<file path="src/rtl/button_conditioner_pkg.sv">
// Shared definitions for the button conditioner: repeat-FSM encoding and
// default timing constants for a 125 MHz clock.
package button_conditioner_pkg;

   typedef enum logic [1:0] {
      ST_IDLE   = 2'd0,
      ST_HOLD   = 2'd1,
      ST_REPEAT = 2'd2
   } rep_state_e;

   localparam int DEF_DEBOUNCE_CYCLES     = 1250000;
   localparam int DEF_REPEAT_DELAY_CYCLES = 62500000;
   localparam int DEF_REPEAT_RATE_CYCLES  = 12500000;

   function automatic int max_int(input int a, input int b);
      return (a > b) ? a : b;
   endfunction

endpackage

</file>
<file path="src/rtl/button_conditioner_if.sv">
// Button bundle: raw levels in, debounced level and event pulses out.
interface button_if #(
   parameter int N_BUTTONS = 2
);
   // BUTTONS is asynchronous; BTN_PRESS/BTN_RELEASE are single-cycle strobes
   // with no back-pressure, valid only in the cycle they are high.
   logic [N_BUTTONS-1:0] BUTTONS;
   logic [N_BUTTONS-1:0] BTN_LEVEL;
   logic [N_BUTTONS-1:0] BTN_PRESS;
   logic [N_BUTTONS-1:0] BTN_RELEASE;

   modport master (output BUTTONS, input BTN_LEVEL, input BTN_PRESS, input BTN_RELEASE);
   modport slave  (input BUTTONS, output BTN_LEVEL, output BTN_PRESS, output BTN_RELEASE);
endinterface

</file>
<file path="src/rtl/button_conditioner_channel.sv">
// One button channel: 2-flop synchronizer, debounce counter, press/release
// strobes and the auto-repeat FSM.
module button_channel
   import button_conditioner_pkg::*;
#(
   parameter int DEBOUNCE_CYCLES     = DEF_DEBOUNCE_CYCLES,
   parameter int REPEAT_EN           = 1,
   parameter int REPEAT_DELAY_CYCLES = DEF_REPEAT_DELAY_CYCLES,
   parameter int REPEAT_RATE_CYCLES  = DEF_REPEAT_RATE_CYCLES
) (
   input  logic       CLOCK,
   input  logic       RESET,
   input  logic       button_i,
   output logic       level_o,
   output logic       press_o,
   output logic       release_o,
   output rep_state_e state_o
);

   localparam int DB_W  = $clog2(DEBOUNCE_CYCLES + 1);
   localparam int TMR_W = $clog2(max_int(REPEAT_DELAY_CYCLES, REPEAT_RATE_CYCLES) + 1);
   localparam logic [DB_W-1:0]  DB_LAST    = DB_W'(DEBOUNCE_CYCLES - 1);
   localparam logic [TMR_W-1:0] DELAY_LAST = TMR_W'(REPEAT_DELAY_CYCLES - 1);
   localparam logic [TMR_W-1:0] RATE_LAST  = TMR_W'(REPEAT_RATE_CYCLES - 1);

   logic             sync1_q, sync2_q;
   logic [DB_W-1:0]  db_cnt_q, db_cnt_d;
   logic             level_q, level_d;
   logic             press_q, press_d;
   logic             release_q, release_d;
   logic [TMR_W-1:0] tmr_q, tmr_d;
   rep_state_e       state_q, state_d;
   logic             rise, fall, expire;

   always_comb begin
      db_cnt_d = '0;
      level_d  = level_q;
      if (sync2_q != level_q) begin
         if (db_cnt_q == DB_LAST) begin
            level_d = sync2_q;
         end else begin
            db_cnt_d = db_cnt_q + 1'b1;
         end
      end
   end

   assign rise = level_d & ~level_q;
   assign fall = ~level_d & level_q;

   always_comb begin
      state_d = state_q;
      tmr_d   = tmr_q;
      expire  = 1'b0;
      case (state_q)
         ST_IDLE: begin
            if (rise) begin
               state_d = ST_HOLD;
               tmr_d   = '0;
            end
         end
         ST_HOLD: begin
            // Without auto-repeat the channel parks here with a frozen timer.
            if (REPEAT_EN != 0) begin
               if (tmr_q == DELAY_LAST) begin
                  expire  = 1'b1;
                  state_d = ST_REPEAT;
                  tmr_d   = '0;
               end else begin
                  tmr_d = tmr_q + 1'b1;
               end
            end
         end
         ST_REPEAT: begin
            if (tmr_q == RATE_LAST) begin
               expire = 1'b1;
               tmr_d  = '0;
            end else begin
               tmr_d = tmr_q + 1'b1;
            end
         end
         default: begin
            state_d = ST_IDLE;
            tmr_d   = '0;
         end
      endcase
      if (fall) begin
         state_d = ST_IDLE;
         tmr_d   = '0;
      end
   end

   // A falling level suppresses a repeat strobe expiring on the same edge.
   assign press_d   = rise | (expire & ~fall);
   assign release_d = fall;

   always_ff @(posedge CLOCK or negedge RESET) begin
      if (!RESET) begin
         sync1_q   <= 1'b0;
         sync2_q   <= 1'b0;
         db_cnt_q  <= '0;
         level_q   <= 1'b0;
         press_q   <= 1'b0;
         release_q <= 1'b0;
         tmr_q     <= '0;
         state_q   <= ST_IDLE;
      end else begin
         sync1_q   <= button_i;
         sync2_q   <= sync1_q;
         db_cnt_q  <= db_cnt_d;
         level_q   <= level_d;
         press_q   <= press_d;
         release_q <= release_d;
         tmr_q     <= tmr_d;
         state_q   <= state_d;
      end
   end

   assign level_o   = level_q;
   assign press_o   = press_q;
   assign release_o = release_q;
   assign state_o   = state_q;

endmodule

</file>
<file path="src/rtl/button_conditioner.sv">
// Multi-channel button conditioner: one independent button_channel per input
// bit; per-channel repeat-FSM state is exported for observation.
module button_conditioner
   import button_conditioner_pkg::*;
#(
   parameter int N_BUTTONS           = 2,
   parameter int DEBOUNCE_CYCLES     = DEF_DEBOUNCE_CYCLES,
   parameter int REPEAT_EN           = 1,
   parameter int REPEAT_DELAY_CYCLES = DEF_REPEAT_DELAY_CYCLES,
   parameter int REPEAT_RATE_CYCLES  = DEF_REPEAT_RATE_CYCLES
) (
   input  logic                   CLOCK,
   input  logic                   RESET,
   button_if.slave                bus,
   output logic [2*N_BUTTONS-1:0] dbg_state_o
);

   for (genvar g = 0; g < N_BUTTONS; g++) begin : g_ch
      rep_state_e ch_state;

      button_channel #(
         .DEBOUNCE_CYCLES    (DEBOUNCE_CYCLES),
         .REPEAT_EN          (REPEAT_EN),
         .REPEAT_DELAY_CYCLES(REPEAT_DELAY_CYCLES),
         .REPEAT_RATE_CYCLES (REPEAT_RATE_CYCLES)
      ) u_ch (
         .CLOCK    (CLOCK),
         .RESET    (RESET),
         .button_i (bus.BUTTONS[g]),
         .level_o  (bus.BTN_LEVEL[g]),
         .press_o  (bus.BTN_PRESS[g]),
         .release_o(bus.BTN_RELEASE[g]),
         .state_o  (ch_state)
      );

      assign dbg_state_o[2*g +: 2] = ch_state;
   end

endmodule

</file>
<file path="src/flat_wrapper.sv">
// flat-port wrapper written by rule: the top's interface ports become plain ports
module button_conditioner_flat import button_conditioner_pkg::*;
#(
   parameter int N_BUTTONS           = 2,
   parameter int DEBOUNCE_CYCLES     = DEF_DEBOUNCE_CYCLES,
   parameter int REPEAT_EN           = 1,
   parameter int REPEAT_DELAY_CYCLES = DEF_REPEAT_DELAY_CYCLES,
   parameter int REPEAT_RATE_CYCLES  = DEF_REPEAT_RATE_CYCLES
)
  (CLOCK, RESET, dbg_state_o, bus_BUTTONS, bus_BTN_LEVEL, bus_BTN_PRESS, bus_BTN_RELEASE);
  button_if #(.N_BUTTONS(N_BUTTONS)) bus_i ();
  input  logic CLOCK;
  input  logic RESET;
  output logic [2*N_BUTTONS-1:0] dbg_state_o;
  input wire logic [$bits(bus_i.BUTTONS)-1:0] bus_BUTTONS;
  output wire logic [$bits(bus_i.BTN_LEVEL)-1:0] bus_BTN_LEVEL;
  output wire logic [$bits(bus_i.BTN_PRESS)-1:0] bus_BTN_PRESS;
  output wire logic [$bits(bus_i.BTN_RELEASE)-1:0] bus_BTN_RELEASE;
  assign bus_i.BUTTONS = bus_BUTTONS;
  assign bus_BTN_LEVEL = bus_i.BTN_LEVEL;
  assign bus_BTN_PRESS = bus_i.BTN_PRESS;
  assign bus_BTN_RELEASE = bus_i.BTN_RELEASE;
  button_conditioner #(.N_BUTTONS(N_BUTTONS), .DEBOUNCE_CYCLES(DEBOUNCE_CYCLES), .REPEAT_EN(REPEAT_EN), .REPEAT_DELAY_CYCLES(REPEAT_DELAY_CYCLES), .REPEAT_RATE_CYCLES(REPEAT_RATE_CYCLES)) u_core (.CLOCK(CLOCK), .RESET(RESET), .bus(bus_i), .dbg_state_o(dbg_state_o));
endmodule
</file>
<file path="config.mk">
export PLATFORM = sky130hd
export DESIGN_NAME = button_conditioner_flat
export DESIGN_NICKNAME = d
export VERILOG_FILES = /design/src/rtl/button_conditioner_pkg.sv /design/src/rtl/button_conditioner_if.sv /design/src/rtl/button_conditioner_channel.sv /design/src/rtl/button_conditioner.sv /design/src/flat_wrapper.sv
export SDC_FILE = /design/constraint.sdc
export NUM_CORES = 1
export LEC_CHECK = 0
export ABC_AREA = 1
export BUFFER_PORTS_ARGS = -buffer_cell sky130_fd_sc_hd__buf_2
export CORE_MARGIN = 2
export CORE_UTILIZATION = 30
export CTS_CLUSTER_SIZE = 14
export DETAILED_ROUTE_END_ITERATION = 6
export HOLD_SLACK_MARGIN = 0.03
export PLACE_DENSITY_LB_ADDON = 0.25
export SYNTH_ARGS = -nofsm -noshare
export SYNTH_HDL_FRONTEND = slang
export SYNTH_SLANG_ARGS = --single-unit
</file>
<file path="constraint.sdc">
create_clock -name CLOCK -period 5.3 [get_ports CLOCK]
set_input_delay 1.06 -clock CLOCK [delete_from_list [all_inputs] [get_ports CLOCK]]
set_output_delay 1.06 -clock CLOCK [all_outputs]
set_load 0.005 [all_outputs]
</file>
==> results.cfg <==
[placed_design]
place_ws_ns = 1.81
dpl-instance-area_mm2 = 0.00724
io_buffers = 13
hpwl_um = 11500
globalplace.congestion = 0.830

[yosys]
synth_edf_count = 0
ys.flop_type = dfrtp_1
ys_seq_elements = 108
synth_cell_type_count = 33
async_flop_share_pct = 100
syn_area_mm2 = 0.00694
yosysWarnings = 0
synthesis.nets = 1039
synth.avg_cell_area_um2 = 6.81
seq_area_frac_synth_pct = 38.9
syn-instance-count = 1019

[setup_path]
critical-path-max-stage-delay_ns = 0.42
required_ns = 5.58
crit_family = simple AND/OR/NAND/NOR gates
path_common_cell = o21ai_0
reg2reg_slack_ns = 1.86
crit_type = flop to flop
crit_slowest_cell = inv_1
r2r-start = u_core.g_ch[0].u_ch.db_cnt_q[0]
endpoint_kind = flop
startpoint = u_core.g_ch[0].u_ch.db_cnt_q[0]
rr_worst_depth = 14
r2r-end = u_core.g_ch[0].u_ch.tmr_q[6]
worstSetupStartpointType = flop
crit_path_end = u_core.g_ch[0].u_ch.tmr_q[6]
cp_max_fo = 26
cp.arrival_ns = 3.72
crit_buf_inv = 2
path_depth = 14
path_cells = ha_1 -> nand3_1 -> nor2_1 -> nand4_1 -> o21ai_0 -> ha_1 -> nand2_1 -> inv_1 -> nor2_2 -> buf_4 -> o21ai_0 -> a21oi_1 -> nand2_1 -> o21ai_0

[clocking]
clockBufferDepth = 2
cts_setup_buffers = 0
numCtsBuffers = 9
htree_levels = 3
insertion_delay_ns = 0.37
ctsHoldBuffers = 0
root_buffer = clkbuf_16
cts_sinks = 108
cts_tree = done
cts.clk_slew.worst_paths_ns = 0.08
post_cts_resized = 0

[final_layout]
layout-drive-gt1-share_pct = 5.92
finish.instance_area_mm2 = 0.00754
nets = 1045
area_growth_pct = 8.67
diodes = 0

[run_status]
status = complete, no violations

[routing]
viasPerCell = 4.53
drtIter0Drc = 316
vias = 5952
routedWlPerCell_um = 12.4
ant_nets = 0
wirelength_um = 16300
drc = 0
drt_first_pass_iters = 5

[power_and_ir_drop]
powerDensity_mw_per_mm2 = 209
power.internal_mw = 1.21
p_comb_share_pct = 2.2
ir_worst_vdd_mv = 0.160
p_clk_share_pct = 45.0
power.switching_mw = 0.371
sw_frac_of_total_pct = 23.5
pwr-share-seq_pct = 52.8
p_leak_nw = 3.48

[global_route]
grt_overflow_total = 0
antenna_found_initial = 0
grt_max_degree = 62
grt_pass1_wl_um = 28600
first_global_vias = 5948
track_usage_pct = 14.3

[floorplan]
start_util_pct = 30.6
row_count = 55
core_mm2 = 0.0226
die_y_um = 156
die_w_um = 156
pin_count = 14
dieArea_mm2 = 0.0244

[sta]
maxSlewHeadroom_pct = 43.6
setup_viol = 0
max_slew.worst_pin.slew_ns = 0.844
fin_ws_ns = 1.86
tns_ns = 0
fin_crit_ns = 3.44
finalCritPeriodShare_pct = 64.8
finalHoldViolations = 0
max_freq_mhz = 291
clock_skew_ns = 0.0105
rsz0062_at_grt = false
slew_viol_final = 0
holdWs_ns = 0.359

[hold_path]
hold_path_class = flop to flop

[flow_run]
cap_violations = 0
==> power by group through the flow <==
stage               sequential (mW)  clock [mW]  combinational, mW
floorplan                     0.848           0             0.0134
finish                        0.833       0.710             0.0340
CTS                           0.833       0.735             0.0364
global route                  0.834       0.759             0.0418
global placement              0.849           0             0.0358
detailed placement            0.850           0             0.0364
==> stage by stage <==
stage	total power, mW	util [%]	cells
after floorplan	0.862	-	1019
after global placement	0.885	32.0	1299
after detailed placement	0.886	32.0	1299
after CTS	1.60	33.3	1315
after global routing	1.63	33.3	1315
final	1.58	33.3	1315
==> worst min path at each step <==
stage / start / end / slack, ns / depth (start not counted)
after detailed placement: u_core.g_ch[1].u_ch.sync1_q / u_core.g_ch[1].u_ch.sync2_q / 0.34 / 0
after floorplan: u_core.g_ch[0].u_ch.sync1_q / u_core.g_ch[0].u_ch.sync2_q / 0.33 / 0
final: u_core.g_ch[1].u_ch.sync1_q / u_core.g_ch[1].u_ch.sync2_q / 0.36 / 0
after global routing: u_core.g_ch[1].u_ch.sync1_q / u_core.g_ch[1].u_ch.sync2_q / 0.37 / 0
after CTS: u_core.g_ch[1].u_ch.sync1_q / u_core.g_ch[1].u_ch.sync2_q / 0.36 / 0
after global placement: u_core.g_ch[1].u_ch.sync1_q / u_core.g_ch[1].u_ch.sync2_q / 0.34 / 0
==> routing by layer <==
metal	track usage [%]	up-vias	wire length, µm
met5	0	-	0
met1	19.7	2700	8360
met3	1.69	20	327
li1	-	3172	-
met4	4.67	0	269
met2	23.5	60	7290
==> cells in the mapped netlist, drive strengths merged, types with 5 or more instances <==
cell type | count | share of area (%)
nand2 | 325 | 18
nor2 | 175 | 10
inv | 135 | 7.3
dfrtp | 108 | 39
nand3 | 92 | 6.9
nor3 | 33 | 2.8
xor2 | 30 | 3.8
o21ai | 26 | 1.9
a21oi | 22 | 1.6
buf | 17 | 1.9
ha | 16 | 2.9
nand4 | 16 | 1.4
nand3b | 6 | 0.65
xnor2 | 5 | 0.63
==> placed cells by master (no fill, tap or decap), drive strengths merged <==
cell type,Yosys,routed
dfrtp,108,108
buf,17,16
nand2,325,325
bufinv,0,1
nor3,33,33
clkinvlp,0,2
a211oi,1,1
inv,135,137
xor2,30,30
nor3b,1,1
and2,1,1
clkinv,0,1
a21o,1,1
o21bai,1,1
nand3,92,92
a21oi,22,22
nand4,16,16
o21a,2,2
o21ai,26,26
nand3b,6,6
ha,16,16
nor2,175,175
clkbuf,4,10
and3,2,2
xnor2,5,5
==> kinds of logic (layout without fill, tap and decap cells) <==
| group | after synthesis | after routing | synth area share, % |
|---|---|---|---|
| AND/OR/NAND/NOR | 651 | 651 | 40.3 |
| adder cells (fa/ha/maj) | 16 | 16 | 2.88 |
| XOR/XNOR | 35 | 35 | 4.42 |
| AO/OA/AOI/OAI | 53 | 53 | 4.00 |
| buffers and inverters | 156 | 167 | 9.43 |
| flip-flops | 108 | 108 | 38.9 |
==> state kept, by name, indices dropped and copies added, names as in the netlist <==
register,cells
u_core.g_ch.u_ch.db_cnt_q,42
u_core.g_ch.u_ch.state_o,4
u_core.g_ch.u_ch.level_o,2
u_core.g_ch.u_ch.sync1_q,2
u_core.g_ch.u_ch.sync2_q,2
u_core.g_ch.u_ch.press_o,2
u_core.g_ch.u_ch.release_o,2
u_core.g_ch.u_ch.tmr_q,52
==> layout make-up <==
type,instances,area (µm²)
Fill cell,2416,15100
Multi-Input combinational cell,755,3580
Sequential cell,108,2700
Inverter,135,507
Tap cell,285,357
Clock buffer,10,229
Timing Repair Buffer,16,90.1
Clock inverter,6,71.3
Note: power is estimated with default switching activity, not from simulation.
